File: config.mk
export PLATFORM = sky130hd
export DESIGN_NAME = split_bus_arbiter2
export DESIGN_NICKNAME = d
export VERILOG_FILES = /design/src/rtl/split_bus_pkg.sv /design/src/rtl/split_route_fifo.sv /design/src/rtl/split_bus_arbiter2.sv
export SDC_FILE = /design/constraint.sdc
export NUM_CORES = 1
export LEC_CHECK = 0
export ABC_AREA = 1
export CORE_AREA = 2 2 122 124
export DETAILED_ROUTE_END_ITERATION = 16
export DIE_AREA = 0 0 124 126
export SLEW_MARGIN = 10
export SYNTH_ARGS = -nofsm -noshare
export SYNTH_HDL_FRONTEND = slang
export SYNTH_SLANG_ARGS = --single-unit
File: constraint.sdc
create_clock -name clk_i -period 4.1 [get_ports clk_i]
set_input_delay 0.82 -clock clk_i [delete_from_list [all_inputs] [get_ports clk_i]]
set_output_delay 0.82 -clock clk_i [all_outputs]
set_load 0.01 [all_outputs]
File: src/rtl/split_bus_pkg.sv
// Shared types and constants for the split-transaction bus arbiter: source IDs,
// the request field bundle and the bus widths.
package split_bus_pkg;

    localparam int ADDR_W = 32;
    localparam int DATA_W = 32;
    localparam int BE_W   = 4;

    typedef enum logic {
        SRC_INSTR = 1'b0,
        SRC_DATA  = 1'b1
    } src_id_e;

    typedef struct packed {
        logic              we;
        logic [ADDR_W-1:0] addr;
        logic [DATA_W-1:0] wdata;
        logic [BE_W-1:0]   be;
    } req_t;

    function automatic src_id_e otherSrc(input src_id_e s);
        return (s == SRC_DATA) ? SRC_INSTR : SRC_DATA;
    endfunction

    function automatic src_id_e toSrc(input logic b);
        return b ? SRC_DATA : SRC_INSTR;
    endfunction

endpackage

File: src/rtl/split_route_fifo.sv
// Single-bit route FIFO holding the source ID of every outstanding read, with a
// synchronous active-high reset; depth is 2**POW entries.
module split_route_fifo #(
    parameter int POW = 3
) (
    input  logic clk_i,
    input  logic rst_i,
    input  logic push_i,
    input  logic pushId_i,
    input  logic pop_i,
    output logic headId_o,
    output logic full_o,
    output logic empty_o
);

    localparam int             DEPTH    = 1 << POW;
    localparam logic [POW:0]   FULL_CNT = (POW+1)'(DEPTH);

    logic [DEPTH-1:0] mem_q,   mem_d;
    logic [POW-1:0]   wrPtr_q, wrPtr_d;
    logic [POW-1:0]   rdPtr_q, rdPtr_d;
    logic [POW:0]     count_q, count_d;
    logic             doPush;
    logic             doPop;

    // Full and empty come from the registered count only, so a same-cycle pop
    // never frees room for a push.
    assign full_o   = (count_q == FULL_CNT);
    assign empty_o  = (count_q == '0);
    assign headId_o = mem_q[rdPtr_q];
    assign doPush   = push_i && !full_o;
    assign doPop    = pop_i && !empty_o;

    always_comb begin
        mem_d   = mem_q;
        wrPtr_d = wrPtr_q;
        rdPtr_d = rdPtr_q;
        count_d = count_q;
        if (doPush) begin
            mem_d[wrPtr_q] = pushId_i;
            wrPtr_d        = wrPtr_q + 1'b1;
        end
        if (doPop) begin
            rdPtr_d = rdPtr_q + 1'b1;
        end
        case ({doPush, doPop})
            2'b10:   count_d = count_q + 1'b1;
            2'b01:   count_d = count_q - 1'b1;
            default: count_d = count_q;
        endcase
    end

    always_ff @(posedge clk_i) begin
        if (rst_i) begin
            mem_q   <= '0;
            wrPtr_q <= '0;
            rdPtr_q <= '0;
            count_q <= '0;
        end else begin
            mem_q   <= mem_d;
            wrPtr_q <= wrPtr_d;
            rdPtr_q <= rdPtr_d;
            count_q <= count_d;
        end
    end

endmodule

File: src/rtl/split_bus_arbiter2.sv
// Two-to-one split-transaction bus arbiter (instr + data onto one target port).
// Define SPLIT_ARB_RR_EN for round-robin; otherwise fixed priority, data over instr.
module split_bus_arbiter2
    import split_bus_pkg::*;
#(
    parameter int ROUTE_FIFO_POW = 3
) (
    input  logic              clk_i,
    input  logic              rst_i,

    input  logic              instr_req,
    input  logic              instr_we,
    input  logic [ADDR_W-1:0] instr_addr,
    input  logic [DATA_W-1:0] instr_wdata,
    input  logic [BE_W-1:0]   instr_be,
    output logic              instr_ack,
    output logic              instr_resp,
    output logic [DATA_W-1:0] instr_rdata,

    input  logic              data_req,
    input  logic              data_we,
    input  logic [ADDR_W-1:0] data_addr,
    input  logic [DATA_W-1:0] data_wdata,
    input  logic [BE_W-1:0]   data_be,
    output logic              data_ack,
    output logic              data_resp,
    output logic [DATA_W-1:0] data_rdata,

    output logic              target_req,
    output logic              target_we,
    output logic [ADDR_W-1:0] target_addr,
    output logic [DATA_W-1:0] target_wdata,
    output logic [BE_W-1:0]   target_be,
    input  logic              target_ack,
    input  logic              target_resp,
    input  logic [DATA_W-1:0] target_rdata,

    output logic              resp_err_o
);

    req_t    instrFields;
    req_t    dataFields;
    req_t    grantFields;
    logic    instrElig;
    logic    dataElig;
    logic    grantValid;
    src_id_e grantId;
    logic    xferAcc;
    logic    pushRead;
    logic    popResp;
    logic    spurious;

    logic    fifoFull;
    logic    fifoEmpty;
    logic    fifoHead;
    src_id_e headSrc;

    logic    lock_q,    lock_d;
    src_id_e lockId_q,  lockId_d;
    logic    respErr_q, respErr_d;
`ifdef SPLIT_ARB_RR_EN
    src_id_e prio_q,    prio_d;
`endif

    assign instrFields = '{we: instr_we, addr: instr_addr, wdata: instr_wdata, be: instr_be};
    assign dataFields  = '{we: data_we,  addr: data_addr,  wdata: data_wdata,  be: data_be};

    // A read may only be offered while the route FIFO still has room for its ID.
    assign instrElig = instr_req && (instr_we || !fifoFull);
    assign dataElig  = data_req  && (data_we  || !fifoFull);

    always_comb begin
        grantValid = 1'b0;
        grantId    = SRC_INSTR;
        if (lock_q) begin
            grantId    = lockId_q;
            grantValid = (lockId_q == SRC_DATA) ? data_req : instr_req;
        end else begin
`ifdef SPLIT_ARB_RR_EN
            if (prio_q == SRC_DATA) begin
                if (dataElig) begin
                    grantValid = 1'b1;
                    grantId    = SRC_DATA;
                end else if (instrElig) begin
                    grantValid = 1'b1;
                    grantId    = SRC_INSTR;
                end
            end else begin
                if (instrElig) begin
                    grantValid = 1'b1;
                    grantId    = SRC_INSTR;
                end else if (dataElig) begin
                    grantValid = 1'b1;
                    grantId    = SRC_DATA;
                end
            end
`else
            if (dataElig) begin
                grantValid = 1'b1;
                grantId    = SRC_DATA;
            end else if (instrElig) begin
                grantValid = 1'b1;
                grantId    = SRC_INSTR;
            end
`endif
        end
    end

    always_comb begin
        grantFields  = (grantId == SRC_DATA) ? dataFields : instrFields;
        target_req   = grantValid && !rst_i;
        target_we    = grantFields.we;
        target_addr  = grantFields.addr;
        target_wdata = grantFields.wdata;
        target_be    = grantFields.be;
        instr_ack    = target_req && target_ack && (grantId == SRC_INSTR);
        data_ack     = target_req && target_ack && (grantId == SRC_DATA);
    end

    assign xferAcc  = target_req && target_ack;
    assign pushRead = xferAcc && !grantFields.we;
    assign popResp  = target_resp && !fifoEmpty && !rst_i;
    assign spurious = target_resp && fifoEmpty;
    assign headSrc  = toSrc(fifoHead);

    always_comb begin
        instr_resp  = 1'b0;
        data_resp   = 1'b0;
        instr_rdata = '0;
        data_rdata  = '0;
        if (popResp) begin
            if (headSrc == SRC_DATA) begin
                data_resp  = 1'b1;
                data_rdata = target_rdata;
            end else begin
                instr_resp  = 1'b1;
                instr_rdata = target_rdata;
            end
        end
    end

    // A stalled request pins the grant so the host's held fields stay on the bus.
    always_comb begin
        lock_d    = 1'b0;
        lockId_d  = lockId_q;
        respErr_d = respErr_q || spurious;
        if (target_req && !target_ack) begin
            lock_d   = 1'b1;
            lockId_d = grantId;
        end
`ifdef SPLIT_ARB_RR_EN
        prio_d = prio_q;
        if (xferAcc) begin
            prio_d = otherSrc(grantId);
        end
`endif
    end

    always_ff @(posedge clk_i) begin
        if (rst_i) begin
            lock_q    <= 1'b0;
            lockId_q  <= SRC_INSTR;
            respErr_q <= 1'b0;
        end else begin
            lock_q    <= lock_d;
            lockId_q  <= lockId_d;
            respErr_q <= respErr_d;
        end
    end

`ifdef SPLIT_ARB_RR_EN
    always_ff @(posedge clk_i) begin
        if (rst_i) begin
            prio_q <= SRC_INSTR;
        end else begin
            prio_q <= prio_d;
        end
    end
`endif

    assign resp_err_o = respErr_q;

    split_route_fifo #(
        .POW (ROUTE_FIFO_POW)
    ) u_routeFifo (
        .clk_i    (clk_i),
        .rst_i    (rst_i),
        .push_i   (pushRead),
        .pushId_i (grantId),
        .pop_i    (popResp),
        .headId_o (fifoHead),
        .full_o   (fifoFull),
        .empty_o  (fifoEmpty)
    );

endmodule

==> run metrics <==
status=complete, no violations; effective utilization at floorplan=0.172; # nets final=979; async set-reset flop share out of synthesis=0; Filler Cells Inserted=1,523; WP data required=about 3300 ps; vias per inst=3.97; post-synthesis cell count=just under 500; Floorplan Core Area=14,300 µm²; Worst path max stage delay=570 ps; final setup fails=0; number of global-route vias before repair=3,542; Bufs and invs on worst path=3; Iteration-0 DRC Markers=94; largest driver fanout on the critical path=33; remaining antenna violation count after routing=0; FF+latch count, synth=21; critical-path cell list=clkdlybuf4s50_1 -> and2_1 -> inv_1 -> nor2_4 -> nand2_2 -> nor2_1 -> clkdlybuf4s50_1; critical path endpoint category=output pin; Design Power=0.00116 W; Fmax achieved=roughly 270 MHz; Hold Slack=about 450 ps; setup repair after global routing missed its margin=false; worst IR drop on VDD=121 µV; overall die height=between 100 and 150 µm; simple-gate share of the synthesized area=0.581; Setup Fix Bufs, Post-CTS=0; number of design rule violations left after detail routing=0; Pwr Density=198 nW/µm²; Root Buffer Master=sky130_fd_sc_hd__clkbuf_16; post-synthesis average cell area=4.94 µm²; area share of fa/ha/maj cells after synthesis=0.0255; Resized Gates After CTS=0; HP Class=reg2reg; most used cell along the critical path=sky130_fd_sc_hd__clkdlybuf4s50_1; Reg clk slew, reported paths=~60 ps; count of flip-flops with a built-in enable after synthesis=0; capture point of the worst reg-to-reg path=u_routeFifo.count_q[3]; worst slew margin relative to its limit=0.608; fraction of the core area covered by cells at the end of the flow=0.409; wire length after detailed routing=12.7 mm; row cnt=44; ratio of cells with drive above 1 in the final layout=0.0326; IO buf count=between 300 and 400; shortest clock period the worst path allows after layout=about 3700 ps; Post-DP HPWL=11.0 mm; number of hold violations in the final report=0; most used flip-flop cell after synthesis=sky130_fd_sc_hd__dfxtp_1; post-synthesis cell type count=27; Clock Skews=2.59 ps; routability congestion estimate from global placement=between 0.8 and 0.9; die width=between 100 and 150 µm; share of the yosys chip area belonging to registers=0.171; number of buffers on the longest clock path=2; Max Slew Vio Count=0; first-pass GRT wire length=18.3 mm; overflow left after global routing=0; antenna violations before repair=0; post-route clock period utilization=0.913; CP Launch Type=input port; slowest cell on the critical path=sky130_fd_sc_hd__clkdlybuf4s50_1; Mapped Area=about 2500 µm²; post-synthesis compound-gate area fraction=0.0759; Storage cell area=around 420 µm²; GRT Resource Usage Total=0.151; post-synth net total=678; # hold bufs at CTS=0; area growth from synthesis to layout=138%; number of cell instances on the worst register-to-register path=15; kind of cell adding the most delay to the critical path=buffers and inverters; Setup Total Neg Slack=0 ps; I/O pin count=315; worst flop-to-flop path startpoint=u_routeFifo.count_q[1]; setup slack on the worst flop-to-flop path=roughly 1600 ps; Ant. Diodes=0; wire length per cell=12.9 µm; detailed-route via count=3,891; end point of the worst hold path=resp_err_o; static leakage power=~2.7 nW; combinational family with the most area after synthesis=simple AND/OR/NAND/NOR gates; fraction of synthesized area in multiplexers=0; slew at the pin closest to its max-slew limit=585 ps; startpoint of the most critical hold path=resp_err_o; worst-skew pair later-pin latency=250 ps; Num CTS Buffers=3; Max Cap Viol=0; count of H-tree levels built during CTS=1; number of sinks on the clock net=21; die area=approximately 16,000 µm²; pin count of the biggest net entering global routing=48; TritonCTS clock tree=built; data arrival time of the critical path=2920 ps; Detailed Routing Iterations Pass 1=4; multi-input combinational cell area=about 1700 µm²; Yosys warning count=0; XOR/XNOR Fraction of Synth Area=0.0107; Cells on Worst Hold Path=2; type of the setup path with the least slack=in2out
## cells by family after synthesis
kind of cell,after synthesis
adder cells (fa/ha/maj),5
AO/OA/AOI/OAI,35
flip-flops,21
XOR/XNOR,3
buffers and inverters,81
AND/OR/NAND/NOR,352
## per-layer routing
metal	vias up	wire (µm)	share of wire	global-route usage
met1	1590	4370	0.34	0.144
met5	-	0	0	0
met3	12	1690	0.13	0.0648
li1	2093	-	-	-
met4	0	276	0.022	0.0516
met2	196	6350	0.50	0.285
## worst max path at each step
| stage | from | endpoint | slack (ps) | cells past startpoint |
|---|---|---|---|---|
| after global placement | target_resp | data_rdata[21] | 320 | 7 |
| after CTS | target_resp | data_rdata[21] | 310 | 7 |
| final | target_resp | data_rdata[21] | 360 | 7 |
| after floorplan | data_we | target_addr[10] | 1580 | 9 |
| after detailed placement | target_resp | data_rdata[21] | 310 | 7 |
| after global routing | target_resp | data_rdata[21] | 190 | 7 |
## sequential cells by signal (all words and copies together), names as in the netlist
signal and count:
u_routeFifo.mem_q 8, u_routeFifo.count_q 4, u_routeFifo.rdPtr_q 3, u_routeFifo.wrPtr_q 3, lockId_q 1, lock_q 1, resp_err_o 1
## area by class of cell
cell class,instances,area share
Timing Repair Buffer,320,0.548
Inverter,57,0.0365
Sequential cell,21,0.0717
Multi-Input combinational cell,395,0.291
Clock inverter,1,0.000854
Clock buffer,3,0.0128
Tap cell,184,0.0393
## cell usage after synthesis (3+ instances only)
| library cell | instances | area share |
|---|---|---|
| sky130_fd_sc_hd__clkbuf_1 | 10 | 0.015 |
| sky130_fd_sc_hd__nand3_1 | 17 | 0.035 |
| sky130_fd_sc_hd__nor3_1 | 8 | 0.016 |
| sky130_fd_sc_hd__buf_2 | 12 | 0.024 |
| sky130_fd_sc_hd__nor2_1 | 88 | 0.13 |
| sky130_fd_sc_hd__nand2_1 | 224 | 0.34 |
| sky130_fd_sc_hd__o21ai_0 | 11 | 0.022 |
| sky130_fd_sc_hd__dfxtp_1 | 21 | 0.17 |
| sky130_fd_sc_hd__inv_1 | 54 | 0.082 |
| sky130_fd_sc_hd__nor2_4 | 3 | 0.014 |
| sky130_fd_sc_hd__nand3_2 | 3 | 0.012 |
| sky130_fd_sc_hd__ha_1 | 5 | 0.025 |
| sky130_fd_sc_hd__a21oi_1 | 19 | 0.039 |
| sky130_fd_sc_hd__nand2_2 | 4 | 0.010 |
## placed cells by master (no fill, tap or decap)
cell type / count
sky130_fd_sc_hd__nand2_4: 1
sky130_fd_sc_hd__buf_12: 2
sky130_fd_sc_hd__clkdlybuf4s50_1: 314
sky130_fd_sc_hd__inv_1: 54
sky130_fd_sc_hd__a21oi_2: 1
sky130_fd_sc_hd__xnor2_1: 1
sky130_fd_sc_hd__o32ai_1: 2
sky130_fd_sc_hd__nor2_2: 1
sky130_fd_sc_hd__nand3_1: 17
sky130_fd_sc_hd__ha_1: 5
sky130_fd_sc_hd__dfxtp_1: 21
sky130_fd_sc_hd__o21ai_1: 2
sky130_fd_sc_hd__nand2_1: 224
sky130_fd_sc_hd__nand3_2: 3
sky130_fd_sc_hd__inv_2: 2
sky130_fd_sc_hd__nor2_1: 88
sky130_fd_sc_hd__clkinv_2: 1
sky130_fd_sc_hd__nand4_1: 1
sky130_fd_sc_hd__o21ai_0: 11
sky130_fd_sc_hd__xor2_1: 2
sky130_fd_sc_hd__a21oi_1: 19
sky130_fd_sc_hd__nand2_2: 4
sky130_fd_sc_hd__clkinv_1: 1
sky130_fd_sc_hd__nand4_2: 1
sky130_fd_sc_hd__nor2_4: 3
sky130_fd_sc_hd__and2_1: 1
sky130_fd_sc_hd__nor3_1: 8
sky130_fd_sc_hd__buf_4: 4
sky130_fd_sc_hd__clkbuf_16: 3
## power breakdown
part / leakage (nW) / internal (W) / switching, W / total, W
Sequential: 0.171 / 0.000219 / 0.0000179 / 0.000236
Combinational: 2.52 / 0.000405 / 0.000312 / 0.000716
Clock: 0.0409 / 0.000131 / 0.0000748 / 0.000206
## stage by stage
stage | cells | cell area, µm² | setup WS (ps)
3_3_place_gp | 977 | 5780 | 323
5_1_grt | 981 | 5860 | 190
4_1_cts | 981 | 5860 | 312
6_report | 981 | 5860 | 356
3_5_place_dp | 977 | 5780 | 310
2_1_floorplan | 497 | 2460 | 1580
## tightest hold or removal path: stages, from the launching register on
cell                      delay (ps)
sky130_fd_sc_hd__dfxtp_1         300
sky130_fd_sc_hd__inv_1            50
sky130_fd_sc_hd__a21oi_1          50
Note: power is estimated with default switching activity, not from simulation.
